**src/rtl/find_max_pkg.sv**
```systemverilog
// Shared types and defaults for the find-max frame sequencer.
package find_max_pkg;

  localparam int DEPTH_DEF   = 128;
  localparam int ADDR_W_DEF  = 7;
  localparam int DATA_W_DEF  = 8;
  localparam int FRAME_CNT_W = 16;

  typedef enum logic [2:0] {
    ST_IDLE,
    ST_FILL,
    ST_SETTLE,
    ST_HAND,
    ST_WAIT_FIN,
    ST_LATCH
  } state_e;

endpackage

```
**src/rtl/find_max_frame_ctrl_frame_write_port.sv**
```systemverilog
// Port-A writer: owns the write pointer, the registered wea/addra/dina and the last-sample flag.
module frame_write_port
  import find_max_pkg::*;
#(
  parameter int DEPTH  = DEPTH_DEF,
  parameter int ADDR_W = ADDR_W_DEF,
  parameter int DATA_W = DATA_W_DEF
) (
  input  logic              clk_i,
  input  logic              rst_i,
  input  logic              en_i,
  input  logic              clr_i,
  input  logic              sample_valid_i,
  input  logic [DATA_W-1:0] sample_data_i,
  output logic              wea_o,
  output logic [ADDR_W-1:0] addra_o,
  output logic [DATA_W-1:0] dina_o,
  output logic              last_o
);

  logic [ADDR_W-1:0] wr_ptr_q, wr_ptr_d;
  logic              wea_q, wea_d;
  logic [ADDR_W-1:0] addra_q, addra_d;
  logic [DATA_W-1:0] dina_q, dina_d;
  logic              accept;

  assign accept = en_i & sample_valid_i;
  assign last_o = accept & (wr_ptr_q == ADDR_W'(DEPTH - 1));

  always_comb begin
    // NOTE: every _d gets a default first so no latch is inferred on idle paths.
    wr_ptr_d = wr_ptr_q;
    wea_d    = 1'b0;
    addra_d  = addra_q;
    dina_d   = dina_q;
    if (clr_i) begin
      wr_ptr_d = '0;
    end else if (accept) begin
      wea_d    = 1'b1;
      addra_d  = wr_ptr_q;
      dina_d   = sample_data_i;
      wr_ptr_d = last_o ? '0 : wr_ptr_q + 1'b1;
    end
  end

  always_ff @(posedge clk_i) begin
    // NOTE: state updates use non-blocking assignments so all registers see pre-edge values.
    if (rst_i) begin
      wr_ptr_q <= '0;
      wea_q    <= 1'b0;
      addra_q  <= '0;
      dina_q   <= '0;
    end else begin
      wr_ptr_q <= wr_ptr_d;
      wea_q    <= wea_d;
      addra_q  <= addra_d;
      dina_q   <= dina_d;
    end
  end

  assign wea_o   = wea_q;
  assign addra_o = addra_q;
  assign dina_o  = dina_q;

endmodule

```
**src/rtl/find_max_frame_ctrl.sv**
```systemverilog
// Frame sequencer: fills the sample RAM, hands it to the find-max reader, latches the result.
// Optional WAIT_FIN abort with timeout_err is built when FIND_MAX_FRAME_CTRL_TIMEOUT_EN is defined.
module find_max_frame_ctrl
  import find_max_pkg::*;
#(
  parameter int DEPTH  = DEPTH_DEF,
  parameter int ADDR_W = ADDR_W_DEF,
  parameter int DATA_W = DATA_W_DEF
`ifdef FIND_MAX_FRAME_CTRL_TIMEOUT_EN
  , parameter int TIMEOUT = 1024
`endif
) (
  input  logic                   clk_in,
  input  logic                   rst,
  input  logic                   start,
  input  logic                   continuous,
  input  logic                   sample_valid,
  input  logic [DATA_W-1:0]      sample_data,
  output logic                   wea,
  output logic [ADDR_W-1:0]      addra,
  output logic [DATA_W-1:0]      dina,
  output logic                   readyb,
  input  logic                   finishb,
  input  logic [DATA_W-1:0]      max_data_in,
  input  logic [ADDR_W-1:0]      max_addr_in,
  input  logic                   no_max_in,
  output logic [DATA_W-1:0]      result_data,
  output logic [ADDR_W-1:0]      result_addr,
  output logic                   result_none,
  output logic                   result_valid,
  output logic                   busy,
  output logic [FRAME_CNT_W-1:0] frame_count,
  output logic                   drop_flag
`ifdef FIND_MAX_FRAME_CTRL_TIMEOUT_EN
  , output logic                 timeout_err
`endif
);

  state_e                   state_q, state_d;
  logic                     readyb_q, readyb_d;
  logic                     fin_q;
  logic [DATA_W-1:0]        res_data_q, res_data_d;
  logic [ADDR_W-1:0]        res_addr_q, res_addr_d;
  logic                     res_none_q, res_none_d;
  logic [FRAME_CNT_W-1:0]   frame_cnt_q, frame_cnt_d;
  logic                     drop_q, drop_d;
  logic                     last_sample;
  logic                     fin_rise;

`ifdef FIND_MAX_FRAME_CTRL_TIMEOUT_EN
  localparam int TO_W = $clog2(TIMEOUT + 1);
  logic [TO_W-1:0] to_cnt_q, to_cnt_d;
  logic            to_err_q, to_err_d;
`endif

  frame_write_port #(
    .DEPTH  (DEPTH),
    .ADDR_W (ADDR_W),
    .DATA_W (DATA_W)
  ) u_write_port (
    .clk_i          (clk_in),
    .rst_i          (rst),
    .en_i           (state_q == ST_FILL),
    .clr_i          (state_q == ST_IDLE),
    .sample_valid_i (sample_valid),
    .sample_data_i  (sample_data),
    .wea_o          (wea),
    .addra_o        (addra),
    .dina_o         (dina),
    .last_o         (last_sample)
  );

  // A finishb that is already high on entry to WAIT_FIN never produces a rise here.
  assign fin_rise = finishb & ~fin_q;

  always_comb begin
    state_d     = state_q;
    readyb_d    = readyb_q;
    res_data_d  = res_data_q;
    res_addr_d  = res_addr_q;
    res_none_d  = res_none_q;
    frame_cnt_d = frame_cnt_q;
    drop_d      = drop_q | (sample_valid & (state_q != ST_FILL));
`ifdef FIND_MAX_FRAME_CTRL_TIMEOUT_EN
    to_cnt_d    = (state_q == ST_WAIT_FIN) ? to_cnt_q + 1'b1 : '0;
    to_err_d    = to_err_q;
`endif
    unique case (state_q)
      ST_IDLE:   if (start) state_d = ST_FILL;
      ST_FILL:   if (last_sample) state_d = ST_SETTLE;
      ST_SETTLE: state_d = ST_HAND;
      ST_HAND: begin
        readyb_d = 1'b1;
        state_d  = ST_WAIT_FIN;
      end
      ST_WAIT_FIN: begin
        if (fin_rise) begin
          res_data_d = max_data_in;
          res_addr_d = max_addr_in;
          res_none_d = no_max_in;
          state_d    = ST_LATCH;
        end
`ifdef FIND_MAX_FRAME_CTRL_TIMEOUT_EN
        else if (to_cnt_q == TO_W'(TIMEOUT - 1)) begin
          res_data_d = '0;
          res_addr_d = '0;
          res_none_d = 1'b1;
          to_err_d   = 1'b1;
          state_d    = ST_LATCH;
        end
`endif
      end
      ST_LATCH: begin
        readyb_d    = 1'b0;
        frame_cnt_d = frame_cnt_q + 1'b1;
        state_d     = continuous ? ST_FILL : ST_IDLE;
      end
      default: state_d = ST_IDLE;
    endcase
  end

  always_ff @(posedge clk_in) begin
    if (rst) begin
      state_q     <= ST_IDLE;
      readyb_q    <= 1'b0;
      fin_q       <= 1'b0;
      res_data_q  <= '0;
      res_addr_q  <= '0;
      res_none_q  <= 1'b0;
      frame_cnt_q <= '0;
      drop_q      <= 1'b0;
`ifdef FIND_MAX_FRAME_CTRL_TIMEOUT_EN
      to_cnt_q    <= '0;
      to_err_q    <= 1'b0;
`endif
    end else begin
      state_q     <= state_d;
      readyb_q    <= readyb_d;
      fin_q       <= finishb;
      res_data_q  <= res_data_d;
      res_addr_q  <= res_addr_d;
      res_none_q  <= res_none_d;
      frame_cnt_q <= frame_cnt_d;
      drop_q      <= drop_d;
`ifdef FIND_MAX_FRAME_CTRL_TIMEOUT_EN
      to_cnt_q    <= to_cnt_d;
      to_err_q    <= to_err_d;
`endif
    end
  end

  assign readyb       = readyb_q;
  assign result_data  = res_data_q;
  assign result_addr  = res_addr_q;
  assign result_none  = res_none_q;
  assign result_valid = (state_q == ST_LATCH);
  assign busy         = (state_q != ST_IDLE);
  assign frame_count  = frame_cnt_q;
  assign drop_flag    = drop_q;
`ifdef FIND_MAX_FRAME_CTRL_TIMEOUT_EN
  assign timeout_err  = to_err_q;
`endif

endmodule

```
**config.mk**
```make
export PLATFORM = sky130hd
export DESIGN_NAME = find_max_frame_ctrl
export DESIGN_NICKNAME = d
export VERILOG_FILES = /design/src/rtl/find_max_pkg.sv /design/src/rtl/find_max_frame_ctrl_frame_write_port.sv /design/src/rtl/find_max_frame_ctrl.sv
export SDC_FILE = /design/constraint.sdc
export NUM_CORES = 1
export LEC_CHECK = 0
export CAP_MARGIN = 10
export CELL_PAD_IN_SITES_DETAIL_PLACEMENT = 0
export CELL_PAD_IN_SITES_GLOBAL_PLACEMENT = 1
export CORE_MARGIN = 2
export CORE_UTILIZATION = 30
export DETAILED_ROUTE_END_ITERATION = 8
export PLACE_DENSITY_LB_ADDON = 0.1
export SYNTH_ARGS = -nofsm -noshare
export SYNTH_HDL_FRONTEND = slang
export SYNTH_HIERARCHICAL = 1
export SYNTH_SLANG_ARGS = --single-unit
```
**constraint.sdc**
```tcl
create_clock -name clk_in -period 1.7 [get_ports clk_in]
set_input_delay 0.34 -clock clk_in [delete_from_list [all_inputs] [get_ports clk_in]]
set_output_delay 0.34 -clock clk_in [all_outputs]
set_load 0.01 [all_outputs]
```
# Word-level counts from Yosys, hierarchy flattened

Index checks and enable logic that the tools add are counted.

Equal/unequal tests: 10
Add/sub/neg operators: 2
Bitwise gates (word level): 7
Muxes and demuxes: 8
Reductions and logical operators: 7

Operators by type and width:

| operator                                             | number |
|---|---|
| one-hot mux 3 bit (6 select lines)                   | 1 |
| adder 16 x 1 -> 16 bit (second input constant)       | 1 |
| two-way mux 3 bit                                    | 3 |
| adder 7 x 1 -> 7 bit (second input constant)         | 1 |
| equality test 7 bit (second input constant)          | 1 |
| two-way mux 7 bit                                    | 1 |
| equality test 3 x 2 -> 1 bit (second input constant) | 2 |
| equality test 3 bit (second input constant)          | 2 |
| != test 2 bit (second input constant)                | 3 |
| bitwise AND 1 bit                                    | 4 |
| AND reduction 2 bit                                  | 2 |
| equality test 3 x 1 -> 1 bit (second input constant) | 1 |
| logical NOT 3 bit                                    | 1 |
| != test 3 x 1 -> 1 bit (second input constant)       | 1 |
| AND reduction 3 bit                                  | 1 |
| nonzero test 3 bit                                   | 1 |
| two-way mux 1 bit                                    | 2 |
| NOT 1 bit                                            | 2 |
| one-hot mux 1 bit (2 select lines)                   | 1 |
| nonzero test 2 bit                                   | 1 |
| OR reduction 2 bit                                   | 1 |
| OR 1 bit                                             | 1 |

Logic and storage cells: 46
Register bits after elaboration: 61

# Logic depth before layout (Yosys ltp)

Word-level depth: 5
Mapped depth: 8
Mapped depth without buffers: 7

# Hierarchy

Netlist, hierarchy kept.

By module, submodules not included:

| module              | times used | area an instance (sq um) | seq. area each (sq um) | cells each |
|---|---|---|---|---|
| find_max_frame_ctrl | 1          | 1,597.8                  | 760.7                  | 176 |
| frame_write_port    | 1          | 894.6                    | 460.4                  | 112 |

# Worst setup path before layout

Ideal clock, no wire load.

Path type: reg2reg
From: reg state_q[0]
To: reg u_write_port.wr_ptr_q[5]
Buffers on the path: 1
Required time: 1.631 ns
Arrival: 1.698 ns
Slack: -0.067 ns
Cell stages (with the launch flop): 7
Path through: dfxtp_1 -> buf_2 -> nand2b_1 -> nor2_1 -> nand4_1 -> or4_1 -> o21ai_1

Longest elaborated chain between the ends: 4

Ends and longest elaborated chain:

| item                         | line                                       | text |
|---|---|---|
| from (decl)                  | find_max_frame_ctrl.sv:39                  | `state_e state_q, state_d;` |
| from (signal assigned)       | find_max_frame_ctrl.sv:137                 | `state_q <= state_d;` |
| equality test 3 x 1 -> 1 bit | find_max_frame_ctrl.sv:63                  | `.en_i (state_q == ST_FILL),` |
| bitwise AND 1 bit            | find_max_frame_ctrl_frame_write_port.sv:27 | `assign accept = en_i & sample_valid_i;` |
| bitwise AND 1 bit            | find_max_frame_ctrl_frame_write_port.sv:28 | `assign last_o = accept & (wr_ptr_q == ADDR_W'(DEPTH - 1));` |
| two-way mux 7 bit            | find_max_frame_ctrl_frame_write_port.sv:42 | `wr_ptr_d = last_o ? '0 : wr_ptr_q + 1'b1;` |
| to (signal assigned)         | find_max_frame_ctrl_frame_write_port.sv:54 | `wr_ptr_q <= wr_ptr_d;` |
| to (decl)                    | find_max_frame_ctrl_frame_write_port.sv:21 | `logic [ADDR_W-1:0] wr_ptr_q, wr_ptr_d;` |

Parallel ways exist; a longest one is shown, timed or not.
A chain may end at the register's enable or synchronous reset.

# Worst setup path in the final report

From: reg state_q[2]
To: out busy

Longest elaborated chain between the ends: 1

Ends and longest elaborated chain:

| item               | line                       | text |
|---|---|---|
| nonzero test 3 bit | find_max_frame_ctrl.sv:157 | `assign busy = (state_q != ST_IDLE);` |
| to (decl)          | find_max_frame_ctrl.sv:31  | `output logic busy,` |

Every way passes these cells.

==> flow_summary.ini <==
[clock_tree]
cts_buffers = 9
ctsHtreeMaxLevel = 3
clock_sinks = 61
insertion_delay_ps = 330
clock-root-buffer = clkbuf_8
cts_tree = yes
ctsLongestPathBuffers = 2
clkTransAtPathRegs_ps = 70

[logic_synthesis]
yosysTopAreaCellShare = 0.490
ys_top_cells_by_area = dfxtp_1 (49%), mux2i_1 (6.4%), nand2_1 (6.3%), nor2_1 (6.2%), a21oi_1 (6.0%)
ys_types = 39
async_flop_share = 0
yosys_register_bits = 61
yosys_warnings = 6
syn-num-nets = 320
synthesis.area_sq_um = 2490
synth_edf_count = 0
yosysTopAreaCell = dfxtp_1
ys.flop_type = dfxtp_1
yosysSeqAreaShare = 0.490
synth_area_per_cell_sq_um = 8.65
syn_inst = 288

[setup_path]
path_class = reg -> out
critical-path-max-stage-delay_ps = 400
critPathLaunchType = register
crit_fanout = 4
slowest_stage = or3_4
path_cells = or3_4 > clkdlybuf4s15_1
cp.arrival_ps = 1310
critPathCaptureType = output port
cp.required_ps = 1360

[global_routing]
grt_start_max_net_pins = 58
gr-total-overflow = 0
globalRouteTotalUtil = 0.139
antenna_found_initial = 0
grt_pass1_vias = 2173
grt_pass1_wl_um = 9800

[sta]
hold_viol_final = 0
period_needed_ps = 1650
grt_setup_unrepaired = no
maxSlewHeadroom = 0.776
period_share = 0.973
setup_ws_ps = 45.6
worst_pin_slew_ps = 332
drv_slew = 0
skew_ps = 8.29
timing.fmax_mhz = 604
finalSetupViolations = 0

[finish]
layout_commonest_cell = clkdlybuf4s50_1
syn2layout_area_growth_pct = 54.6
final_cells = 505
fin_area_sq_um = 3850
finalNetCount = 427
n_fill_cell = 831
antennaDiodeCount = 0
multi_input_area_sq_um = 1170
final_cell_mix = clkdlybuf4s50_1 (70), dfxtp_1 (57), nand2_1 (42)
seqCellArea_sq_um = 1230
drive_above_1_share = 0.148

[power_and_ir_drop]
leakagePower_nw = 1.63
fin_total_pwr_mw = 2.98
vdd_drop_max_mv = 0.313
power_density_nw_per_um2 = 773

[floorplan]
start_util = 0.306
die_h_um = 95.2
die_x_um = 95.2
coreArea_sq_um = 8130
dieArea_sq_um = 9050
rows = 33
ios = 82

[placed_design]
dp_cells = 489
place_area_sq_um = 3610
portBuffers = 81
gp_congestion = 0.732
pre_cts_ws_ps = -38.2
dpl.hpwl_um = 4180

[worst_hold_path]
min_path_type = reg -> reg

[routing]
first_pass_iters = 4
drtIter0Drc = 58
wirelength_um = 5970
num_vias = 2269
drc_errors = 0
avgRoutedWirePerCell_um = 11.8
via_per_inst = 4.49
antenna_left = 0

[status]
status = finished clean

[flow_run]
drv_cap = 0
==> cells in the mapped netlist (all sizes together) (6+ instances only) <==
cell and number:
dfxtp 61, nand2 42, nor2 41, a21oi 30
mux2i 16, nand3 12, buf 10, o21ai 7
or3 7, xnor2 7, clkbuf 6, inv 6
nand2b 6, nand4 6
==> critical path, delay by kind of cell, from the launching register on <==
family,cells,cell delay (ps)
flops,1,350
buf+inv,1,240
simple gates,1,400
==> what timing repair did <==
item / in CTS / in global routing
setup buffers: 0 / 0
setup endpoints to repair: 5 / 8
hold endpoints to repair: 0 / 0
gates resized for setup: 9 / 8
hold buffers: 0 / 0
==> layer usage <==
metal  vias to the layer above  global-route usage  part of all wire
li1                       1189                   -                 -
met1                      1002               0.175              0.50
met2                        69               0.212              0.41
met3                         9              0.0435             0.073
met4                         0              0.0725             0.017
met5                         -                   0                 0
==> layout make-up <==
class / instances / share of cell area
Clock buffer: 13 / 0.0438
Clock inverter: 3 / 0.0110
Timing Repair Buffer: 112 / 0.282
Inverter: 6 / 0.00585
Multi-Input combinational cell: 205 / 0.305
Tap cell: 105 / 0.0341
Sequential cell: 61 / 0.318
==> final timing paths <==
kind              slack, ps           start  cells past startpoint               to
setup / recovery         50      state_q[2]                      2             busy
hold / removal          450       drop_flag                      2        drop_flag
setup reg to reg        170  frame_count[6]                      4  frame_count[14]
hold reg to reg         450       drop_flag                      2        drop_flag
==> power by group <==
group          switching (mW)  internal [mW]  leakage (nW)  total (mW)
logic                  0.0782          0.110          1.03       0.188
registers             0.00640           1.44         0.494        1.45
clock network           0.547          0.796         0.106        1.34
total                   0.632           2.34          1.63        2.98
==> state kept, by name (all words and copies together) (netlist names), 3 cells and up <==
| register | flops |
|---|---|
| result_data | 8 |
| u_write_port/wr_ptr_q | 7 |
| frame_count | 16 |
| state_q | 3 |
| u_write_port/addra_o | 7 |
| result_addr | 7 |
| u_write_port/dina_o | 8 |
==> metrics by stage <==
| stage | hold slack (ps) | util | TNS (ps) |
|---|---|---|---|
| final | 448 | 0.474 | 0 |
| after global routing | 468 | 0.474 | 0 |
| after CTS | 447 | 0.471 | 0 |
| after detailed placement | 441 | 0.444 | -38.2 |
| after global placement | 440 | 0.444 | -35.5 |
| after floorplan | 450 | - | -15.3 |
==> cell families after synthesis <==
group                    after synthesis  share of synthesized area
buffers and inverters                 22                     0.0447
flip-flops                            61                      0.490
multiplexers                          17                     0.0688
AND/OR/NAND/NOR                      132                      0.255
adder cells (fa/ha/maj)                2                     0.0100
AO/OA/AOI/OAI                         44                     0.0969
XOR/XNOR                              10                     0.0351
Note: power is estimated with default switching activity, not from simulation.
==> RTL change 1, RTL diff (same flow settings) <==
The package constant `ADDR_W_DEF` goes from 7 to 5.
--- a/src/rtl/find_max_pkg.sv
+++ b/src/rtl/find_max_pkg.sv
@@ -4,3 +4,3 @@
   localparam int DEPTH_DEF   = 128;
-  localparam int ADDR_W_DEF  = 7;
+  localparam int ADDR_W_DEF  = 5;
   localparam int DATA_W_DEF  = 8;
Ports: changed (resized addra, max_addr_in and result_addr); port bits go from 82 to 76. The function was not compared with the original's and may differ.
==> RTL change 1 against the original RTL <==
Design area shrank 9.6%; worst setup slack lost 0.027 ns; synthesized area shrank 9.5%; clock power shrank 32%; clock skew shrank 0.0024 ns; utilization grew 0.63 points; synthesized cell count shrank 10%; sequential cell count shrank 6; power shrank 20%; routed wire length shrank 8.0%; largest cell class unchanged.
==> RTL change 1: results (changes against the original RTL) <==
| Metric | Value |
|---|---|
| Status | completed |
| Synth area leaders | dfxtp_1, nor2_1, mux2i_1 |
| Most frequent cells after synthesis | dfxtp_1, nor2_1, nand2_1, a21oi_1, mux2i_1 |
| Proportion of synthesized area in mux cells | 0.0666 (-0.00222) |
| Combinational power | 0.177 mW (-6%) |
| M3 GR Usage | 0.0292 (-0.0143) |
| Vias in the first global route | 2023 (-6.9%) |
| Met2 usage | 0.217 (+0.00519) |
| H-tree Lvls | 2 (-1) |
| Final period util | 0.989 (+0.0161) |
| Final Wtd Congestion | 0.728 (-0.46%) |
| Fillers | 728 (-12%) |
| Dpl ws | -0.406 ns (-0.368 ns) |
| Hold_sp | finishb |
| Met1 wire length | 2.71 mm (-8.5%) |
| Max_slew headroom | 0.731 (-0.0451) |
| WP data arrival | 1.88 ns (+0.57 ns) |
| Syn_nets | 290 (-9.4%) |
| Drt wl/cell | 12.1 um (+2.3%) |
| R2r setup slk | 0.02 ns (-0.15 ns) |
| Vias post-DR | 2066 (-8.9%) |
| Clk pin slew, worst setup/hold paths | 0.10 ns (+0.03 ns) |
| Gr usage total | 0.136 (-0.00240) |
| Metal3 WL | 252 um (-42%) |
| Crit path max-delay cell type | or3b_4 |
[RTL change 1: what timing repair did]
item                                    CTS  global route
hold endpoints to repair                  0             0
cloned                                    1             0
resized for setup                        13            17
endpoints found under the setup margin   20            21
pin swaps                                 2             7
[RTL change 1: worst max path at each step]
| stage | startpoint | to |
|---|---|---|
| 2_1_floorplan | u_write_port/wr_ptr_q[0] | state_q[0] |
| 3_3_place_gp | finishb | result_data[3] |
| 3_5_place_dp | finishb | result_data[6] |
| 4_1_cts | frame_count[0] | frame_count[0] |
| 5_1_grt | state_q[0] | result_data[6] |
| 6_report | state_q[0] | result_data[6] |
[RTL change 1: cell type report]
| type | instances | share of cell area |
|---|---|---|
| Multi-Input combinational cell | 183 | 0.317 |
| Clock buffer | 6 | 0.0237 |
| Timing Repair Buffer | 101 | 0.285 |
| Clock inverter | 2 | 0.0101 |
| Inverter | 8 | 0.00863 |
| Sequential cell | 55 | 0.320 |
| Tap cell | 99 | 0.0356 |
==> RTL change 2, RTL diff (same flow settings) <==
Without the edit above. Register the output `frame_count` once more; this adds one clock of latency there. The other outputs are not delayed to match.
--- a/src/rtl/find_max_frame_ctrl.sv
+++ b/src/rtl/find_max_frame_ctrl.sv
@@ -157,3 +157,5 @@
   assign busy         = (state_q != ST_IDLE);
-  assign frame_count  = frame_cnt_q;
+  always_ff @(posedge clk_in) begin
+    frame_count <= frame_cnt_q;
+  end
   assign drop_flag    = drop_q;
Function: no difference found for any inputs over 10 cycles, from zero or initial values and one cycle with rst high; that may be too few to reach the edited logic, so the function may still have changed.
==> RTL change 2 against the original RTL <==
Routed wire length increased by 13%; clock power is 4% higher; worst setup slack better by 0.032 ns; hold slack got worse by 0.14 ns; sequential cell count increased by 16; synthesized cell count increased by 11%; count of clock-buffer cells in the layout shrank 3; sequential share of layout area is 6.0 points higher; design area up 5.9%; global-route usage down 0.27 points; critical path depth increased by 2; synthesized area increased by 12%; power grew 14%; critical path type unchanged; critical endpoint is now result_valid; largest cell class unchanged; largest power group unchanged.
==> RTL change 2: results (changes against the original RTL) <==
| Metric | Value |
|---|---|
| Net Sw Power | 0.790 mW (+25%) |
| Vias post-DR | 2479 (+9.3%) |
| M1 GR Usage | 0.166 (-0.00867) |
| VDD IR max | 0.000374 V (+19%) |
| DPL Wire Length | 4.57 mm (+9.2%) |
| Post-layout nets | 453 (+6.1%) |
| Dpl cells | 519 (+6.1%) |
| First-pass GRT wire length | 10.8 mm (+11%) |
| Hold Path Class | input pin to flip-flop |
| WP data arrival | 1.28 ns (-0.03 ns) |
| Final Wtd Congestion | 0.753 (+2.9%) |
| Sequential cell area | 0.00155 mm^2 (+26%) |
| Initial DRC count | 60 (+3.4%) |
| Status | completed |
| Layout cells sized above 1 | 0.134 (-0.0137) |
| Setup Skew | 0.0144 ns (+0.00615 ns) |
| Hold_sp | rst |
| Length of routed met2 wiring | 3.34 mm (+35%) |
| Met2 usage | 0.229 (+0.0168) |
| Crit Path Max Fanout | 5 (+1) |
| Met1 wire length | 3.06 mm (+3.2%) |
| Delay-heaviest family, CP | buffers and inverters |
| Complex-gate fraction of the synthesized area | 0.111 (+0.0141) |
| Routed wire length | 6.75 mm (+13%) |
| Crit path max-delay cell type | dfxtp_2 |
| Mean area per synthesized cell | 8.73 um^2 (+0.89%) |
| Synth area leaders | dfxtp_1, nand2_1, a21oi_1 |
| Fillers | 936 (+13%) |
| Gr usage total | 0.136 (-0.00265) |
| Largest net degree at the start of global routing | 55 (-5.2%) |
| Proportion of synthesized area in mux cells | 0 (-0.0688) |
| M3 GR Usage | 0.0397 (-0.00378) |
| Seq/Total Area, Yosys | 0.553 (+0.0635) |
| P_leak | 1.46 nW (-10%) |
| Clock group | 1.40 mW (+4%) |
| Worst skew pair latency | 0.35 ns (+0.02 ns) |
| Switching part of the total | 0.233 (+0.0206) |
==> RTL change 2: layout make-up <==
cell class / instances / area share
well taps: 111 / 0.0340
inverters: 5 / 0.00460
multi-input cells: 219 / 0.279
clock buffers: 10 / 0.0313
repair buffers: 109 / 0.255
clock inverters: 6 / 0.0175
flip-flops and latches: 77 / 0.379
==> RTL change 2: worst paths after layout <==
check | end | slack, ns | cells past startpoint
max | result_valid | 0.08 | 4
min | u_write_port/wr_ptr_q[1] | 0.31 | 3
max reg2reg | u_write_port/wr_ptr_q[4] | 0.08 | 6
min reg2reg | frame_count[15] | 0.38 | 0
==> RTL change 2: timing repair <==
item                                    4_1_cts  5_1_grt
pin swaps                                     0        3
buffers inserted                              0        2
resized for setup                             6        7
endpoints found under the hold margin         0        0
endpoints found under the setup margin        2        6
==> RTL change 2: worst min-delay path, cell delays in order <==
cell and delay [ns]:
buf_2 0.09, or2_4 0.13, a21oi_1 0.04
